**config.mk**
```make
export PLATFORM = sky130hd
export DESIGN_NAME = gpu_bank_arbiter
export DESIGN_NICKNAME = d
export VERILOG_FILES = /design/src/rtl/gpu_bank_arbiter.sv
export SDC_FILE = /design/constraint.sdc
export NUM_CORES = 2
export LEC_CHECK = 0
export BUFFER_PORTS_ARGS = -buffer_cell sky130_fd_sc_hd__buf_2
export CAP_MARGIN = 0
export CORE_AREA = 2 2 424 426
export CTS_CLUSTER_SIZE = 16
export DETAILED_ROUTE_END_ITERATION = 12
export DIE_AREA = 0 0 426 428
export PLACE_DENSITY = 0.4
export SLEW_MARGIN = 20
export SYNTH_ARGS = -nofsm -noshare
export SYNTH_HDL_FRONTEND = slang
export SYNTH_SLANG_ARGS = --single-unit
```
**constraint.sdc**
```tcl
create_clock -name clk -period 6.2 [get_ports clk]
set_input_delay 0.93 -clock clk [delete_from_list [all_inputs] [get_ports clk]]
set_output_delay 0.93 -clock clk [all_outputs]
set_load 0.05 [all_outputs]
```
**src/rtl/gpu_bank_arbiter.sv**
```systemverilog
// Per-bank round-robin arbiter between NUM_REQ requesters and the register banks of one warp.
// Grant is combinational, bank command one cycle after grant, read data two cycles after; losers simply hold their request.
module gpu_bank_arbiter #(
   parameter int NUM_REQ       = 4,
   parameter int NUM_BANKS     = 4,
   parameter int REGS_PER_BANK = 8,
   parameter int DATA_W        = 64
) (
   input  logic                        clk,
   input  logic                        rst_n,
   input  logic [NUM_REQ-1:0]          req_valid,
   input  logic [NUM_REQ-1:0]          req_write,
   input  logic [NUM_REQ*5-1:0]        req_reg,
   input  logic [NUM_REQ*DATA_W-1:0]   req_wdata,
   output logic [NUM_REQ-1:0]          gnt,
   output logic [NUM_BANKS-1:0]        bank_read,
   output logic [NUM_BANKS-1:0]        bank_write,
   output logic [NUM_BANKS*3-1:0]      bank_target,
   output logic [NUM_BANKS*DATA_W-1:0] bank_wdata,
   input  logic [NUM_BANKS*DATA_W-1:0] bank_rdata,
   output logic [NUM_REQ-1:0]          rsp_valid,
   output logic [NUM_REQ*DATA_W-1:0]   rsp_data,
   output logic [15:0]                 conflict_cnt
);

   localparam int ID_W   = $clog2(NUM_REQ);
   localparam int BANK_W = $clog2(NUM_BANKS);
   localparam int ENT_W  = $clog2(REGS_PER_BANK);
   localparam int CNT_W  = $clog2(NUM_REQ + 1);

   typedef struct packed {
      logic            vld;
      logic [ID_W-1:0] id;
      logic            rd;
   } tag_t;

   function automatic logic [ID_W-1:0] rr_idx(input logic [ID_W-1:0] p, input int k);
      int s;
      s = int'(p) + k;
      if (s >= NUM_REQ) s = s - NUM_REQ;
      return ID_W'(s);
   endfunction

   logic [ID_W-1:0]   r_ptr         [NUM_BANKS];
   tag_t              r_tag1        [NUM_BANKS];
   tag_t              r_tag2        [NUM_BANKS];
   logic [NUM_BANKS-1:0] r_bank_read;
   logic [NUM_BANKS-1:0] r_bank_write;
   logic [ENT_W-1:0]  r_bank_target [NUM_BANKS];
   logic [DATA_W-1:0] r_bank_wdata  [NUM_BANKS];
   logic [15:0]       r_cnt;

   logic [BANK_W-1:0] w_req_bank  [NUM_REQ];
   logic [ENT_W-1:0]  w_req_ent   [NUM_REQ];
   logic [DATA_W-1:0] w_req_wdata [NUM_REQ];
   logic [ID_W-1:0]   w_win       [NUM_BANKS];
   logic [NUM_BANKS-1:0] w_bank_hit;
   logic [NUM_REQ-1:0]   w_gnt;
   logic [ID_W-1:0]   w_idx;
   logic [CNT_W-1:0]  w_nvld;
   logic [CNT_W-1:0]  w_ngnt;
   logic [16:0]       w_cnt_sum;
   logic [15:0]       w_cnt_next;

   always_comb begin
      for (int i = 0; i < NUM_REQ; i++) begin
         w_req_bank[i]  = req_reg[i*5 +: BANK_W];
         w_req_ent[i]   = req_reg[i*5+BANK_W +: ENT_W];
         w_req_wdata[i] = req_wdata[i*DATA_W +: DATA_W];
      end
   end

   // Scan upward from each bank's pointer; the first matching requester wins that bank.
   always_comb begin
      w_gnt      = '0;
      w_bank_hit = '0;
      w_idx      = '0;
      for (int b = 0; b < NUM_BANKS; b++) begin
         w_win[b] = '0;
         for (int k = 0; k < NUM_REQ; k++) begin
            w_idx = rr_idx(r_ptr[b], k);
            if (!w_bank_hit[b] && req_valid[w_idx] && (w_req_bank[w_idx] == BANK_W'(b))) begin
               w_bank_hit[b] = 1'b1;
               w_win[b]      = w_idx;
            end
         end
         if (w_bank_hit[b]) w_gnt[w_win[b]] = 1'b1;
      end
   end

   assign gnt = rst_n ? w_gnt : '0;

   // Every grant also consumes its valid, so (valid - grant) never goes negative.
   always_comb begin
      w_nvld = '0;
      w_ngnt = '0;
      for (int i = 0; i < NUM_REQ; i++) begin
         w_nvld = w_nvld + CNT_W'(req_valid[i]);
         w_ngnt = w_ngnt + CNT_W'(w_gnt[i]);
      end
      w_cnt_sum  = {1'b0, r_cnt} + 17'(w_nvld) - 17'(w_ngnt);
      w_cnt_next = w_cnt_sum[16] ? 16'hFFFF : w_cnt_sum[15:0];
   end

   always_ff @(posedge clk) begin
      if (!rst_n) begin
         for (int b = 0; b < NUM_BANKS; b++) begin
            r_ptr[b]         <= '0;
            r_tag1[b]        <= '0;
            r_tag2[b]        <= '0;
            r_bank_target[b] <= '0;
            r_bank_wdata[b]  <= '0;
         end
         r_bank_read  <= '0;
         r_bank_write <= '0;
         r_cnt        <= '0;
      end else begin
         for (int b = 0; b < NUM_BANKS; b++) begin
            r_tag2[b]       <= r_tag1[b];
            r_tag1[b].vld   <= w_bank_hit[b];
            r_tag1[b].id    <= w_win[b];
            r_tag1[b].rd    <= ~req_write[w_win[b]];
            r_bank_read[b]  <= w_bank_hit[b] & ~req_write[w_win[b]];
            r_bank_write[b] <= w_bank_hit[b] & req_write[w_win[b]];
            if (w_bank_hit[b]) begin
               r_ptr[b]         <= rr_idx(w_win[b], 1);
               r_bank_target[b] <= w_req_ent[w_win[b]];
               r_bank_wdata[b]  <= w_req_wdata[w_win[b]];
            end
         end
         r_cnt <= w_cnt_next;
      end
   end

   assign bank_read    = r_bank_read;
   assign bank_write   = r_bank_write;
   assign conflict_cnt = r_cnt;

   always_comb begin
      for (int b = 0; b < NUM_BANKS; b++) begin
         bank_target[b*ENT_W +: ENT_W]  = r_bank_target[b];
         bank_wdata[b*DATA_W +: DATA_W] = r_bank_wdata[b];
      end
   end

   // A requester holds at most one grant per cycle, so at most one bank steers each response lane.
   always_comb begin
      rsp_valid = '0;
      rsp_data  = '0;
      for (int b = 0; b < NUM_BANKS; b++) begin
         if (r_tag2[b].vld && r_tag2[b].rd) begin
            rsp_valid[r_tag2[b].id] = 1'b1;
            rsp_data[int'(r_tag2[b].id)*DATA_W +: DATA_W] = bank_rdata[b*DATA_W +: DATA_W];
         end
      end
   end

   a_gnt_valid: assert property (@(posedge clk) disable iff (!rst_n) (gnt & ~req_valid) == '0);

endmodule

```
==> flow_metrics.py <==
metrics = {
    "status": {
        "outcome": "complete, no violations",
    },
    "floorplan": {
        "rows": 155,
        "initial_utilization_pct": 15.3,
        "pin_count": 1098,
        "die_y_um": 428,
        "fp.dieArea_um2": 182000,
        "die_x_um": 426,
        "core_um2": 178000,
    },
    "route": {
        "dr.pass1.iters": 7,
        "drt_iter0_markers": 2893,
        "vias_per_cell": 4.82,
        "via_count": 31700,
        "drt-total-wl_um": 186000,
        "routedWlPerCell_um": 28.2,
        "ant_nets": 0,
        "drc": 0,
    },
    "critical_path": {
        "ff2ff_setup_slack_ps": 920,
        "crit_path_end_kind": "register",
        "cp_num_buf_inv": 4,
        "crit_type": "in2reg",
        "cpLargestDelayFamily": "compound AO/OA/AOI/OAI gates",
        "setup.worst_path.start": "req_reg[5]",
        "path_cells": "buf_2 -> nand3b_1 -> o21bai_1 -> a221o_1 -> ha_1 -> a22o_1 -> a211oi_1 -> fa_1 -> inv_1 -> fa_1 -> inv_1 -> fa_1 -> ha_1 -> a21o_1 -> a221oi_2 -> o21ai_2 -> a211oi_1 -> a211oi_2 -> buf_12 -> o41a_1",
        "critPathMaxStageDelay_ps": 470,
        "crit_path_frequent_cell": "fa_1",
        "reg2reg_to": "conflict_cnt[15]$_SDFF_PN0_",
        "critPathLaunchType": "input port",
        "reg2reg_depth": 21,
        "cp-endpoint": "conflict_cnt[15]$_SDFF_PN0_",
        "worstPathArrival_ps": 5950,
        "crit_fanout": 15,
        "crit_cells": 20,
        "required_ps": 6660,
        "r2r-start": "r_ptr[2][1]$_SDFFCE_PN0P_",
        "cpMaxStageDelayCell": "fa_1",
    },
    "synth": {
        "ys_warn_count": 0,
        "synth-async-reset-ratio_pct": 0,
        "syn-num-nets": 3797,
        "synth_area_per_cell_um2": 8.53,
        "synth.area.top_cells": "edfxtp_1, mux2i_1, a22oi_1",
        "synth-edff-count": 276,
        "synth_top_area_cell": "edfxtp_1",
        "synth_top_flop_cell": "edfxtp_1",
        "ys_seq_elements": 332,
        "syn_area_um2": 27200,
        "synth_cell_type_count": 74,
        "syn-instance-count": 3184,
        "synth_seq_area_share_pct": 34.6,
        "synth_top_area_share_pct": 30.5,
    },
    "clock_tree": {
        "htree_num_levels": 2,
        "cts_made_buffers": 40,
        "clock_latency_ps": 620,
        "clock-sinks": 332,
        "cts_tree": "yes",
        "clk_path_buf_depth": 3,
        "path_clk_slew_ps": 60,
        "postCtsHoldBufs": 0,
        "cts_root_buffer": "clkbuf_16",
        "cts_setup_buffers": 0,
        "cts-resized-gates": 0,
    },
    "global_route": {
        "antenna_found_initial": 87,
        "grt_use_total_pct": 19.2,
        "grt_overflow": 0,
        "grt_max_degree": 70,
        "grt_pass1_wl_um": 253000,
        "grt_pass1_vias": 31200,
    },
    "timing": {
        "finalHoldViolCount": 0,
        "worst_pin_slew_ps": 1110,
        "fin_hold_ws_ps": 435,
        "setup_ws_ps": 714,
        "setup_viol": 0,
        "fin_crit_sh_pct": 88.5,
        "finalSetupTns_ps": 0,
        "clock-skew-final_ps": 37.2,
        "relSlewSlack_pct": 26.0,
        "slew_violations": 0,
        "fmax_ghz": 0.182,
        "rsz0062_at_grt": "false",
        "fin_crit_ps": 5490,
    },
    "cells_and_area": {
        "most-common-layout-cells": "buf_2, mux2i_1, a22oi_1, o21ai_0, nor2_1",
        "layout_commonest_cell": "buf_2",
        "final_cells": 6578,
        "final_nets": 4748,
        "area_delta_synth_final_pct": 36.3,
        "design_area_um2": 37000,
        "num-fill-cells": 20000,
        "drive_gt1_share_pct": 31.7,
    },
    "placement": {
        "dpl.cell_count": 6448,
        "dp_hpwl_um": 135000,
        "place.gp.congestion": 0.897,
        "dpl_cell_area_um2": 35500,
        "io_buffers": 1097,
        "dp_slack_ps": 113,
    },
    "power": {
        "leakagePower_nw": 15.3,
        "ir_drop_v": 0.000256,
        "cellPowerDensity_nw_per_um2": 258,
    },
    "run": {
        "drv_cap": 0,
    },
    "min_path": {
        "hold_path_class": "reg2reg",
    },
}
layout make-up:
| class | instances | area [um^2] | area share (%) |
|---|---|---|---|
| multi-input combinational | 2483 | 16300 | 44.1 |
| sequential | 332 | 9410 | 25.4 |
| timing repair buffer | 1199 | 6510 | 17.6 |
| tap | 2355 | 2950 | 7.96 |
| clock buffer | 50 | 1080 | 2.92 |
| clock inverter | 24 | 302 | 0.814 |
| inverter | 79 | 297 | 0.801 |
| antenna | 56 | 140 | 0.378 |
cell usage after synthesis (all sizes together), types with 5 or more instances:
cell type and count:
mux2i 412, o21ai 409, a22oi 400, nand2 289
nor2 287, a21oi 285, edfxtp 276, clkbuf 183
o22ai 136, buf 107, inv 79, ha 64
dfxtp 56, and2 29, and3 16, o21a 15
nand3 12, nand3b 10, a211oi 9, fa 7
nor3 7, a21o 6, nand2b 6, nor3b 6
nor2b 5, or3b 5, xnor2 5
state kept, by name (all words and copies together), names as in the netlist:
| signal | count |
|---|---|
| r_ptr | 8 |
| bank_read | 4 |
| r_tag2 | 16 |
| r_bank_wdata | 256 |
| r_bank_target | 12 |
| r_tag1 | 16 |
| conflict_cnt | 16 |
| bank_write | 4 |
through the flow:
step	total power, mW	utilization, %
after floorplan	5.62	-
after detailed placement	7.00	20.0
final	9.56	20.8
after global routing	10.0	20.8
after global placement	7.01	20.0
after CTS	9.66	20.8
worst min-delay path by stage:
stage,from,end,slack (ps),cells after the start
detailed placement,r_tag1[1][2]$_SDFF_PN0_,r_tag2[0][6]$_SDFF_PN0_,420,1
finish,r_tag1[1][2]$_SDFF_PN0_,r_tag2[0][6]$_SDFF_PN0_,430,1
global route,r_tag1[1][2]$_SDFF_PN0_,r_tag2[0][6]$_SDFF_PN0_,450,1
floorplan,r_tag1[0][0]$_SDFF_PN0_,r_tag2[0][0]$_SDFF_PN0_,410,1
CTS,r_tag1[1][2]$_SDFF_PN0_,r_tag2[0][6]$_SDFF_PN0_,440,1
global placement,r_tag1[1][3]$_SDFF_PN0_,r_tag2[0][7]$_SDFF_PN0_,420,1
where the power goes:
group	leakage, nW	switching (mW)	internal [mW]
Clock	0.658	1.16	1.43
Combinational	11.2	2.73	1.36
Sequential	3.48	0.148	2.73
Total	15.3	4.04	5.52
routing by layer:
metal / up-vias / wire [um] / GRT usage [%]
met1: 15700 / 68900 / 21.4
met3: 389 / 13900 / 4.47
li1: 14000 / - / -
met2: 1667 / 92700 / 33.8
met5: - / 274 / 0
met4: 44 / 9750 / 9.70
cell families (layout without fill, tap and decap cells):
kind of cell,count (synthesis),in the layout,share of synthesized area [%]
mux,417,417,15.4
other cells,0,56,0
compound gates,1293,1293,29.2
flops,332,332,34.6
simple gates,693,693,10.9
buf+inv,369,1352,6.03
xor+xnor,9,9,0.290
fa+ha+maj,71,71,3.46
Note: power is estimated with default switching activity, not from simulation.
